File: config.mk
export PLATFORM = sky130hd
export DESIGN_NAME = gpr_dump
export DESIGN_NICKNAME = d
export VERILOG_FILES = /design/src/rtl/gpr_dump_pkg.sv /design/src/rtl/gpr_dump.sv
export SDC_FILE = /design/constraint.sdc
export NUM_CORES = 1
export LEC_CHECK = 0
export BUFFER_PORTS_ARGS = -buffer_cell sky130_fd_sc_hd__buf_4
export CAP_MARGIN = 0
export CORE_MARGIN = 4
export CORE_UTILIZATION = 30
export DETAILED_ROUTE_END_ITERATION = 7
export SKIP_CTS_REPAIR_TIMING = 1
export SLEW_MARGIN = 20
export SYNTH_ARGS = -nofsm -noshare
export SYNTH_HDL_FRONTEND = slang
export SYNTH_SLANG_ARGS = --single-unit
export TNS_END_PERCENT = 20
File: constraint.sdc
create_clock -name clk -period 2.8 [get_ports clk]
set_input_delay 0.42 -clock clk [delete_from_list [all_inputs] [get_ports clk]]
set_output_delay 0.42 -clock clk [all_outputs]
set_load 0.02 [all_outputs]
File: src/rtl/gpr_dump_pkg.sv
// Shared constants and dump FSM state encoding for the GPR debug reader.
package gpr_dump_pkg;

  localparam int GPR_NUM = 32;
  localparam int GPR_AW  = 5;
  localparam int GPR_DW  = 32;

  typedef enum logic [2:0] {
    DUMP_IDLE = 3'd0,
    DUMP_READ = 3'd1,
    DUMP_SEND = 3'd2,
    DUMP_CSUM = 3'd3,
    DUMP_DONE = 3'd4
  } dump_state_t;

endpackage

File: src/rtl/gpr_dump.sv
// Walks the GPR file through the shared read port and streams each word on valid/ready.
// Define GPR_DUMP_CSUM_EN to append an XOR checksum beat after the last register.
module gpr_dump
  import gpr_dump_pkg::*;
#(
  parameter int NUM_REGS = GPR_NUM,
  parameter int ADDR_W   = GPR_AW,
  parameter int DATA_W   = GPR_DW
) (
  input  logic              clk,
  input  logic              rst,
  input  logic              start,
  input  logic              abort,
  output logic [ADDR_W-1:0] rd_addr,
  output logic              rd_sel,
  input  logic [DATA_W-1:0] rd_data,
  output logic              out_valid,
  input  logic              out_ready,
  output logic [ADDR_W-1:0] out_index,
  output logic [DATA_W-1:0] out_data,
  output logic              out_last,
  output logic              out_is_csum,
  output logic              busy,
  output logic              done
);

  localparam logic [ADDR_W-1:0] LAST_IDX = ADDR_W'(NUM_REGS - 1);
`ifdef GPR_DUMP_CSUM_EN
  localparam dump_state_t AFTER_LAST = DUMP_CSUM;
`else
  localparam dump_state_t AFTER_LAST = DUMP_DONE;
`endif

  dump_state_t       state, state_n;
  logic [ADDR_W-1:0] idx;
  logic [ADDR_W-1:0] index_q;
  logic [DATA_W-1:0] data_q;
  logic              handshake;
  logic              start_ok;
  logic              at_last;

  assign handshake = out_valid & out_ready;
  assign start_ok  = (state == DUMP_IDLE) & start & ~abort;
  assign at_last   = (idx == LAST_IDX);

  always_ff @(posedge clk or posedge rst) begin
    if (rst) state <= DUMP_IDLE;
    else     state <= state_n;
  end

  always_ff @(posedge clk or posedge rst) begin
    if (rst) begin
      idx     <= '0;
      index_q <= '0;
      data_q  <= '0;
    end else begin
      if (start_ok) idx <= '0;
      if (state == DUMP_READ) begin
        data_q  <= rd_data;
        index_q <= idx;
      end
      // idx saturates on the final register; the FSM leaves SEND instead of wrapping
      if (state == DUMP_SEND && handshake && !at_last) idx <= idx + ADDR_W'(1);
    end
  end

`ifdef GPR_DUMP_CSUM_EN
  logic [DATA_W-1:0] csum;

  always_ff @(posedge clk or posedge rst) begin
    if (rst)                                  csum <= '0;
    else if (start_ok)                        csum <= '0;
    else if (state == DUMP_SEND && handshake) csum <= csum ^ data_q;
  end
`endif

  // abort overrides everything, including a start seen in IDLE
  always_comb begin
    state_n = state;
    case (state)
      DUMP_IDLE: if (start) state_n = DUMP_READ;
      DUMP_READ: state_n = DUMP_SEND;
      DUMP_SEND: if (handshake) state_n = at_last ? AFTER_LAST : DUMP_READ;
      DUMP_CSUM: if (handshake) state_n = DUMP_DONE;
      DUMP_DONE: state_n = DUMP_IDLE;
      default:   state_n = DUMP_IDLE;
    endcase
    if (abort) state_n = DUMP_IDLE;
  end

  always_comb begin
    rd_sel      = (state == DUMP_READ);
    rd_addr     = (state == DUMP_READ) ? idx : '0;
    out_valid   = (state == DUMP_SEND) || (state == DUMP_CSUM);
    out_index   = index_q;
    out_data    = data_q;
    busy        = (state != DUMP_IDLE);
    done        = (state == DUMP_DONE);
`ifdef GPR_DUMP_CSUM_EN
    out_last    = (state == DUMP_CSUM);
    out_is_csum = (state == DUMP_CSUM);
    if (state == DUMP_CSUM) begin
      out_index = '1;
      out_data  = csum;
    end
`else
    out_last    = (state == DUMP_SEND) && at_last;
    out_is_csum = 1'b0;
`endif
  end

endmodule

Yosys cells after proc, flatten, opt, wreduce, memory -nomap -nowiden --
Cells that the tools add are included. W data, S select, Z words.
Word-level totals: register bits 45, output and inout bits 48, logic and storage cells 35
Operators by class: add/sub/neg operators 1, equality and inequality tests 8, muxes and demuxes 9, bitwise operators 4, reductions and logical operators 9
Operators with widths (count):
- $mux W3 | 5
- $mux W5 | 3
- $pmux W3 S4 | 1
- $ne A3 B3 Y1 const B | 3
- $eq A3 B2 Y1 const B | 2
- $add A5 B1 Y5 const B | 1
- $eq A5 B5 Y1 const B | 1
- $and A1 B1 Y1 | 3
- $eq A3 B1 Y1 const B | 1
- $eq A3 B3 Y1 const B | 1
- $logic_and A1 B1 Y1 | 3
- $logic_not A3 Y1 | 1
- $reduce_and A3 Y1 | 1
- $reduce_bool A3 Y1 | 1
- $reduce_bool A2 Y1 | 1
- $logic_not A1 Y1 | 1
- $logic_or A1 B1 Y1 | 1
- $not A1 Y1 | 1

Depth between registers and ports, before layout --
Gate-level depths: netlist of run 1.
depth in word-level cells 6, depth in mapped cells 8, depth with buffers taken out 7

Worst setup path after synthesis of run 1 --
Ideal clock, no wire load.
path kind register -> register, from register idx[0], to register idx[0], setup time 0.125 ns, arrival time 1.703 ns, data required time 2.675 ns, path slack 0.972 ns, cell stages (with the launch flop) 9, clock period less this slack 1.828 ns, cell sequence dfrtp_1 > ha_1 > and3_1 > ha_1 > nor2_1 > and3_4 > buf_6 > a31oi_4 > mux2_4
Between the ends: word-level cells in the longest chain between the ends 4
Ends and longest elaborated chain:
- start: declaration | line gpr_dump.sv:35 | logic [ADDR_W-1:0] idx;
- start signal: assignment | line gpr_dump.sv:63 | if (state == DUMP_SEND && handshake && !at_last) idx <= idx + ADDR_W'(1);
- parallel branches: the longest is 4 deep, another holds $add A5 B1 Y5
Several ways; the timed one is not identified. A chain may end at the register's enable or synchronous reset.

Worst setup path in the final report of run 1 --
from register idx[0], to output port out_last
Between the ends: word-level cells in the longest chain between the ends 2
Ends and longest elaborated chain:
- $eq A5 B5 Y1 | line gpr_dump.sv:44 | assign at_last = (idx == LAST_IDX);
- $logic_and A1 B1 Y1 | line gpr_dump.sv:107 | out_last = (state == DUMP_SEND) && at_last;
- end: declaration | line gpr_dump.sv:21 | output logic out_last,
Every way passes these cells.

==> qor.csv, run 1 <==
metric,value,unit
layout cells sized above 1,65.6,%
final setup violation count,0,
Synth Area in XOR/XNOR,0.463,%
Final min period,2.07,ns
total wire length,4.18,mm
register area share after synthesis,59.6,%
CP most frequent cell,ha_1,
number of global-route vias before repair,1373,
Worst setup EP type,primary output,
max-slew violation count,0,
Syn Nets,165,
Worst EP arrival,1.65,ns
Yosys cell types,31,
status,completed,
Layout Nets,250,
Rows,28,
Die Y,87.4,µm
first-pass GRT wire length,6.75,mm
internal power,1430,µW
Slew @ Worst Pin,0.938,ns
1st-pass router iterations,4,
"antenna viol nets, final",0,
FF/Latch Area,1130,µm²
Final period util,73.8,%
Setup crit start kind,register,
fillers,589,
RSZ-0062 raised after global routing,false,
switching pwr,635,µW
Crit Path Class,register to primary output,
Tot GR Track Use,11.6,%
Layout Skew,0.00639,ns
slowest cell delay on critical path,0.44,ns
Gate Count Post-Synth,126,
"commonest cells after routing, fill and taps aside","buf_4 (84), dfrtp_1 (45), mux2_2 (36)",
Max-Cap Viols,0,
asr flop ratio synth,100,%
Detailed Place HPWL,3.02,mm
Mean Syn Cell Area,15.0,µm²
ant diodes,0,
Simple-Gate Fraction of Synth Area,8.34,%
total grt overflow,0,
Final Instance Area,2690,µm²
"commonest non-fill, non-tap cell in the layout",buf_4,
clock share of power,24.6,%
Iter 0 DRT Violations,35,
Post-Synth Adder-Cell Area,1.32,%
worst skew pair latency,0.30,ns
Seq pwr share,42.4,%
# DRC,0,
H-tree depth,2,
routed via count,1301,
Sum Neg Setup Slack,0,ns
root buf cell,clkbuf_8,
final core occ,44.6,%
RePlAce Congestion,0.801,
CTS tree,built,
Critical Path RT,2.38,ns
area grow syn2layout,42.0,%
multiplexer area fraction after synthesis,23.4,%
R2R Path Start,idx[0],
Sw Share,30.7,%
CTS Buf Count,5,
HP Start,abort,
final hold slack,0.299,ns
critical path cell sequence,"ha_1, and3_1, ha_1, nor3b_1, buf_4",
Core ar.,6030,µm²
yosys warns,0,
worst hold-check path type,input port to register,
Leakage,0.00131,µW
WL per Instance,14.6,µm
DIE WIDTH,87.4,µm
Compound-Gate Fraction of Synth Area,3.84,%
Port Buffers,83,
Post-Syn Area,1890,µm²
Main synth FF type,dfrtp_1,
Comb power frac,33.1,%
Clock Sinks,45,
clk slew on worst S/H paths,0.08,ns
crit-path max FO,5,
Multi-input gate area,711,µm²
Peak VDD IR,246,µV
Worst path slowest cell,dfrtp_1,
largest family of logic cells by synthesized area,multiplexers,
fmax,484,MHz
starting density of the core,31.4,%
die area,7640,µm²
largest net degree at the start of global routing,46,
final hold viol count,0,
DP Area,2570,µm²
synthesized flop and latch total,45,
CTS max path bufs,2,
relative slew slack,37.3,%
IO Pins,85,
Power Dens Cells,770,nW/µm²
Worst Setup SP,idx[0],
"EDFF count, synth",0,
initial antenna violation count,0,
via density per instance,4.53,
[worst max-delay path, delay by kind of cell (launching register included)]
| kind | cells | cell delay (ns) |
|---|---|---|
| flip-flops | 1 | 0.44 |
| adder cells (fa/ha/maj) | 2 | 0.44 |
| AND/OR/NAND/NOR | 2 | 0.33 |
| buffers and inverters | 1 | 0.16 |
[final cells by class]
cell class | count | share of cell area [%]
repair buffers | 84 | 23.5
clock buffers | 7 | 3.22
clock inverters | 1 | 1.12
flip-flops and latches | 45 | 41.9
well taps | 75 | 3.49
inverters | 2 | 0.280
multi-input cells | 73 | 26.5
[layer usage]
metal | global-route usage [%] | wire length, µm | part of all wire, %
met1 | 13.5 | 1660 | 40
met2 | 19.2 | 2180 | 52
met3 | 4.82 | 287 | 6.9
met4 | 3.77 | 56 | 1.3
met5 | 0 | 0 | 0
[logic make-up after synthesis]
family | Yosys count
flip-flops | 45
XOR/XNOR | 1
AO/OA/AOI/OAI | 7
buffers and inverters | 8
multiplexers | 39
other | 1
AND/OR/NAND/NOR | 23
adder cells (fa/ha/maj) | 2
[synthesized netlist by cell type, drive strengths merged, types with 2 or more instances]
cell	count	area, µm²
dfrtp	45	1130
mux2	39	443
and2	6	38.8
buf	6	46.3
nor2	6	22.5
a22o	3	28.8
and3	2	17.5
ha	2	25.0
inv	2	7.50
nor2b	2	12.5
nor3b	2	26.3
[final timing paths]
kind	endpoint	slack, ns	cells after the start
setup / recovery	out_last	0.73	5
hold / removal	state[1]	0.30	2
setup reg to reg	idx[0]	0.86	7
hold reg to reg	out_data[19]	0.50	1
max in group asynchronous	out_data[0]	1.87	2
min in group asynchronous	out_data[31]	0.33	2
[stage by stage]
step                setup WS (ns)  total power [µW]  std cells
finish                      0.733              2070        287
global route                0.564              2190        287
CTS                         0.706              2110        287
detailed placement          0.861              1590        279
global placement            0.877              1580        279
floorplan                   0.972              1260        126
[state kept, by name, summed over array words and instances (netlist names)]
| name | cells |
|---|---|
| idx | 5 |
| state | 3 |
| out_data | 32 |
| out_index | 5 |
[power by group through the flow]
stage	clock [µW]	combinational (µW)	sequential [µW]
after detailed placement	0	697	892
final	508	683	875
after floorplan	0	203	1060
after CTS	534	698	879
after global routing	565	726	901
after global placement	0	688	888
Note: power is estimated with default switching activity, not from simulation.
==> run 2, diff against run 1 <==
- clock period: 2.8 -> 1.7 ns (I/O delays scaled with it)
==> run 2 against run 1 <==
  * The flow now finishes with violations (hold timing, setup timing)
  * Critical endpoint unchanged
  * First-iteration DRC count shrank 23%
  * Largest power group unchanged
  * Global-route usage is essentially flat
  * Hold slack lost 0.32 ns
  * Sequential power grew 65%
  * Combinational power grew 76%
  * Total power grew 57%
  * Non-clock buffer count grew 16
  * Final cell count grew 5.6%
  * Utilization grew 3.4 points
==> qor.csv, run 2 (synthesized netlist as in run 1, its figures left out) <==
metric,value,unit
WL met2,2.23,mm
CTS max path bufs,2,
Top Metal Used,met4,
Final Instance Area,2890,µm²
final hold viol count,20,
status,finished with violations,
clock share of power,19.0,%
R2R depth,7,
worst setup path end,out_last,
switching pwr,1040,µW
DP Area,2670,µm²
Detailed Place HPWL,3.15,mm
1st-pass router iterations,4,
crit-path max FO,2,
clk slew on worst S/H paths,0.08,ns
Layout Skew,0.00622,ns
largest net degree at the start of global routing,35,
final hold slack,-0.0221,ns
Final period util,103,%
Setup crit start kind,register,
Critical Path RT,1.44,ns
worst hold-check path type,input port to asynchronous set/reset pin,
RSZ-0062 raised after global routing,true,
area grow syn2layout,52.8,%
routed via count,1344,
total wire length,4.42,mm
Power Dens Cells,1130,nW/µm²
starting density of the core,31.4,%
worst skew pair latency,0.28,ns
die area,7640,µm²
Reg2Reg Setup Slack,-0.01,ns
Rows,28,
CTS Buf Count,5,
total grt overflow,0,
internal power,2210,µW
DIE WIDTH,87.4,µm
DRT met1 WL,1.89,mm
root buf cell,clkbuf_8,
final core occ,47.9,%
Core ar.,6030,µm²
Final WS setup,-0.0518,ns
WL per Instance,14.6,µm
Layout Nets,266,
fillers,586,
R2R Path Start,idx[0],
"commonest non-fill, non-tap cell in the layout",buf_4,
H-tree depth,2,
max FFs per register,32,
failing checks,"hold timing, setup timing",
Leakage,0.00140,µW
via density per instance,4.44,
Sw Share,32.0,%
"antenna viol nets, final",0,
Max-Cap Viols,0,
final setup violation count,2,
ant diodes,0,
Clock Sinks,45,
Final min period,1.75,ns
layout cells sized above 1,73.2,%
fmax,571,MHz
routed wl met3,252,µm
Worst EP arrival,1.50,ns
Peak VDD IR,447,µV
max-slew violation count,0,
Worst setup EP type,primary output,
IO Pins,85,
number of global-route vias before repair,1428,
Crit Path Class,register to primary output,
RePlAce Congestion,0.780,
CTS tree,built,
initial antenna violation count,0,
first-pass GRT wire length,6.89,mm
# DRC,0,
reg-to-reg critical path endpoint,idx[0],
Worst Setup SP,idx[1],
Seq pwr share,44.2,%
Iter 0 DRT Violations,27,
Tot GR Track Use,11.6,%
"commonest cells after routing, fill and taps aside","buf_4 (91), dfrtp_1 (42), mux2_2 (36)",
Die Y,87.4,µm
Comb power frac,36.8,%
Port Buffers,83,
-- run 2: worst min-delay path by stage --
| stage | startpoint | end | slack (ns) | depth (start not counted) |
|---|---|---|---|---|
| after global routing | rst | out_data[17] | 0.002 | 2 |
| after global placement | rst | out_data[17] | 0.31 | 2 |
| after floorplan | abort | state[1] | 0.32 | 1 |
| after detailed placement | rst | out_data[22] | 0.31 | 2 |
| after CTS | rst | out_data[22] | -0.02 | 2 |
| final | rst | out_data[17] | -0.02 | 2 |
-- run 2: through the flow --
stage / setup slack [ns] / total power, µW / instances / setup TNS, ns
final: -0.0518 / 3250 / 303 / -0.0630
after global routing: -0.146 / 3450 / 303 / -0.448
after CTS: -0.198 / 3280 / 294 / -1.19
after detailed placement: 0.00675 / 2640 / 286 / 0
after global placement: 0.0287 / 2620 / 286 / 0
after floorplan: -0.0263 / 2080 / 126 / -0.0263
-- run 2: area by class of cell --
type | instances | area [µm²] | share of cell area (%)
repair buffers | 100 | 816 | 28.2
flip-flops and latches | 45 | 1130 | 39.1
inverters | 2 | 7.51 | 0.260
multi-input cells | 73 | 759 | 26.3
clock buffers | 6 | 72.6 | 2.51
clock inverters | 2 | 10.0 | 0.346
well taps | 75 | 93.8 | 3.25
-- run 2: per-layer routing --
layer  GRT usage [%]  vias up
li1                -      642
met1            14.4      655
met2            18.9       43
met3            3.69        4
met4            3.91        0
met5               0        -
-- run 2: worst max-delay path, stage by stage, from the launching register on --
cell and delay, ns:
dfrtp_1 0.36, ha_2 0.18, and3_4 0.19, ha_4 0.14, nor3b_4 0.20, buf_6 0.14
-- run 2: power by group through the flow --
stage	Sequential [µW]	Combinational, µW	Clock (µW)
after floorplan	1750	336	0
after global placement	1450	1170	0
after detailed placement	1460	1180	0
after CTS	1440	1180	657
after global routing	1480	1270	701
final	1440	1200	618
==> run 3, diff against run 2 <==
- BUFFER_PORTS_ARGS: -buffer_cell sky130_fd_sc_hd__buf_4 -> -buffer_cell sky130_fd_sc_hd__buf_2
- CORE_UTILIZATION: 30 -> 42
- PLACE_DENSITY: unset -> 0.75
==> run 3 against run 2 <==
  * The run still ends with hold timing, setup timing left
  * Wire length is 10% lower
  * Non-clock buffer count is 1 lower
  * Hold slack better by 0.0046 ns
  * Utilization is 13 points higher
  * Worst setup slack worse by 0.0098 ns
==> qor.csv, run 3 (synthesized netlist as in run 1, its figures left out) <==
metric,value,unit
ant diodes,0,
crit-path max FO,2,
Final min period,1.76,ns
Crit Path Class,register to primary output,
routed via count,1327,
"commonest non-fill, non-tap cell in the layout",buf_2,
layout cells sized above 1,72.2,%
R2R Path Start,idx[0],
Final WS setup,-0.0616,ns
via density per instance,4.76,
die area,5640,µm²
Port Buffers,83,
Final period util,104,%
Worst EP arrival,1.51,ns
"antenna viol nets, final",0,
worst skew pair latency,0.29,ns
root buf cell,clkbuf_8,
Rows,24,
Critical Path RT,1.44,ns
CTS Buf Count,5,
Reg2Reg Setup Slack,0,ns
slowest cell delay on critical path,0.36,ns
CTS tree,built,
WL per Instance,14.2,µm
Post-Place Cells,263,
Die Y,75.1,µm
final std cells w/o fill,279,
Tot GR Track Use,14.2,%
"commonest cells after routing, fill and taps aside","buf_2 (77), dfrtp_1 (43), mux2_2 (36)",
starting density of the core,43.4,%
Max-Cap Viols,0,
max-slew violation count,0,
area grow syn2layout,41.4,%
Leakage,0.00134,µW
final setup violation count,3,
1st-pass router iterations,3,
R2R depth,7,
worst hold-check path type,input port to asynchronous set/reset pin,
Setup crit start kind,register,
clk slew on worst S/H paths,0.08,ns
total wire length,3.96,mm
Power Dens Cells,1220,nW/µm²
Core ar.,4350,µm²
total power after layout,3270,µW
IO Pins,85,
Iter 0 DRT Violations,43,
CTS max path bufs,2,
failing checks,"hold timing, setup timing",
final core occ,61.4,%
reg-to-reg critical path endpoint,idx[0],
critical path cell sequence,"ha_2, and3_4, ha_4, nor3b_4, buf_6",
RSZ-0062 raised after global routing,true,
DIE WIDTH,75.1,µm
Clock Sinks,45,
Layout Nets,265,
first-pass GRT wire length,6.03,mm
initial antenna violation count,0,
final hold slack,-0.0175,ns
RePlAce Congestion,0.774,
status,finished with violations,
Worst path slowest cell,dfrtp_1,
largest net degree at the start of global routing,33,
Layout Skew,0.00457,ns
# DRC,0,
Worst setup EP type,primary output,
worst slack at placement,-0.00429,ns
max FFs per register,32,
final hold viol count,21,
Peak VDD IR,466,µV
total grt overflow,0,
Detailed Place HPWL,2.94,mm
H-tree depth,2,
fmax,568,MHz
number of global-route vias before repair,1328,
[run 3: how the worst max path moves through the flow]
stage / from / endpoint / slack, ns / cells after the start
global route: idx[1] / out_last / -0.17 / 5
floorplan: idx[0] / idx[0] / -0.03 / 8
finish: idx[0] / out_last / -0.06 / 5
detailed placement: idx[0] / idx[0] / -0.004 / 7
global placement: idx[1] / idx[0] / 0.04 / 7
CTS: idx[0] / out_last / -0.16 / 5
[run 3: area by class of cell]
type                            instances  area (µm²)
Sequential cell                        45        1130
Fill cell                             350        1680
Clock buffer                            7        86.3
Inverter                                2        7.51
Timing Repair Buffer                   99         598
Clock inverter                          1        30.0
Multi-Input combinational cell         73         757
Tap cell                               52        65.1
[run 3: per-layer routing]
metal | part of all wire, % | up-vias | GRT usage (%)
li1 | - | 638 | -
met2 | 46 | 64 | 22.4
met1 | 42 | 619 | 18.0
met3 | 11 | 6 | 5.07
met4 | 0.91 | 0 | 4.74
met5 | 0 | - | 0
[run 3: through the flow]
stage	area [µm²]	TNS [ns]
after global placement	2440	0
final	2670	-0.116
after detailed placement	2440	-0.00429
after floorplan	1920	-0.0263
after CTS	2550	-0.996
after global routing	2670	-0.827
[run 3: critical path: cells and delay by family (launching register included)]
| family | cells | cell delay (ns) |
|---|---|---|
| simple gates | 2 | 0.39 |
| flops | 1 | 0.36 |
| fa+ha+maj | 2 | 0.32 |
| buf+inv | 1 | 0.14 |
[run 3: power breakdown]
part	internal, µW	switching, µW	leakage [µW]
registers	1310	109	0.000552
clock network	479	330	0.0000585
logic	463	580	0.000729
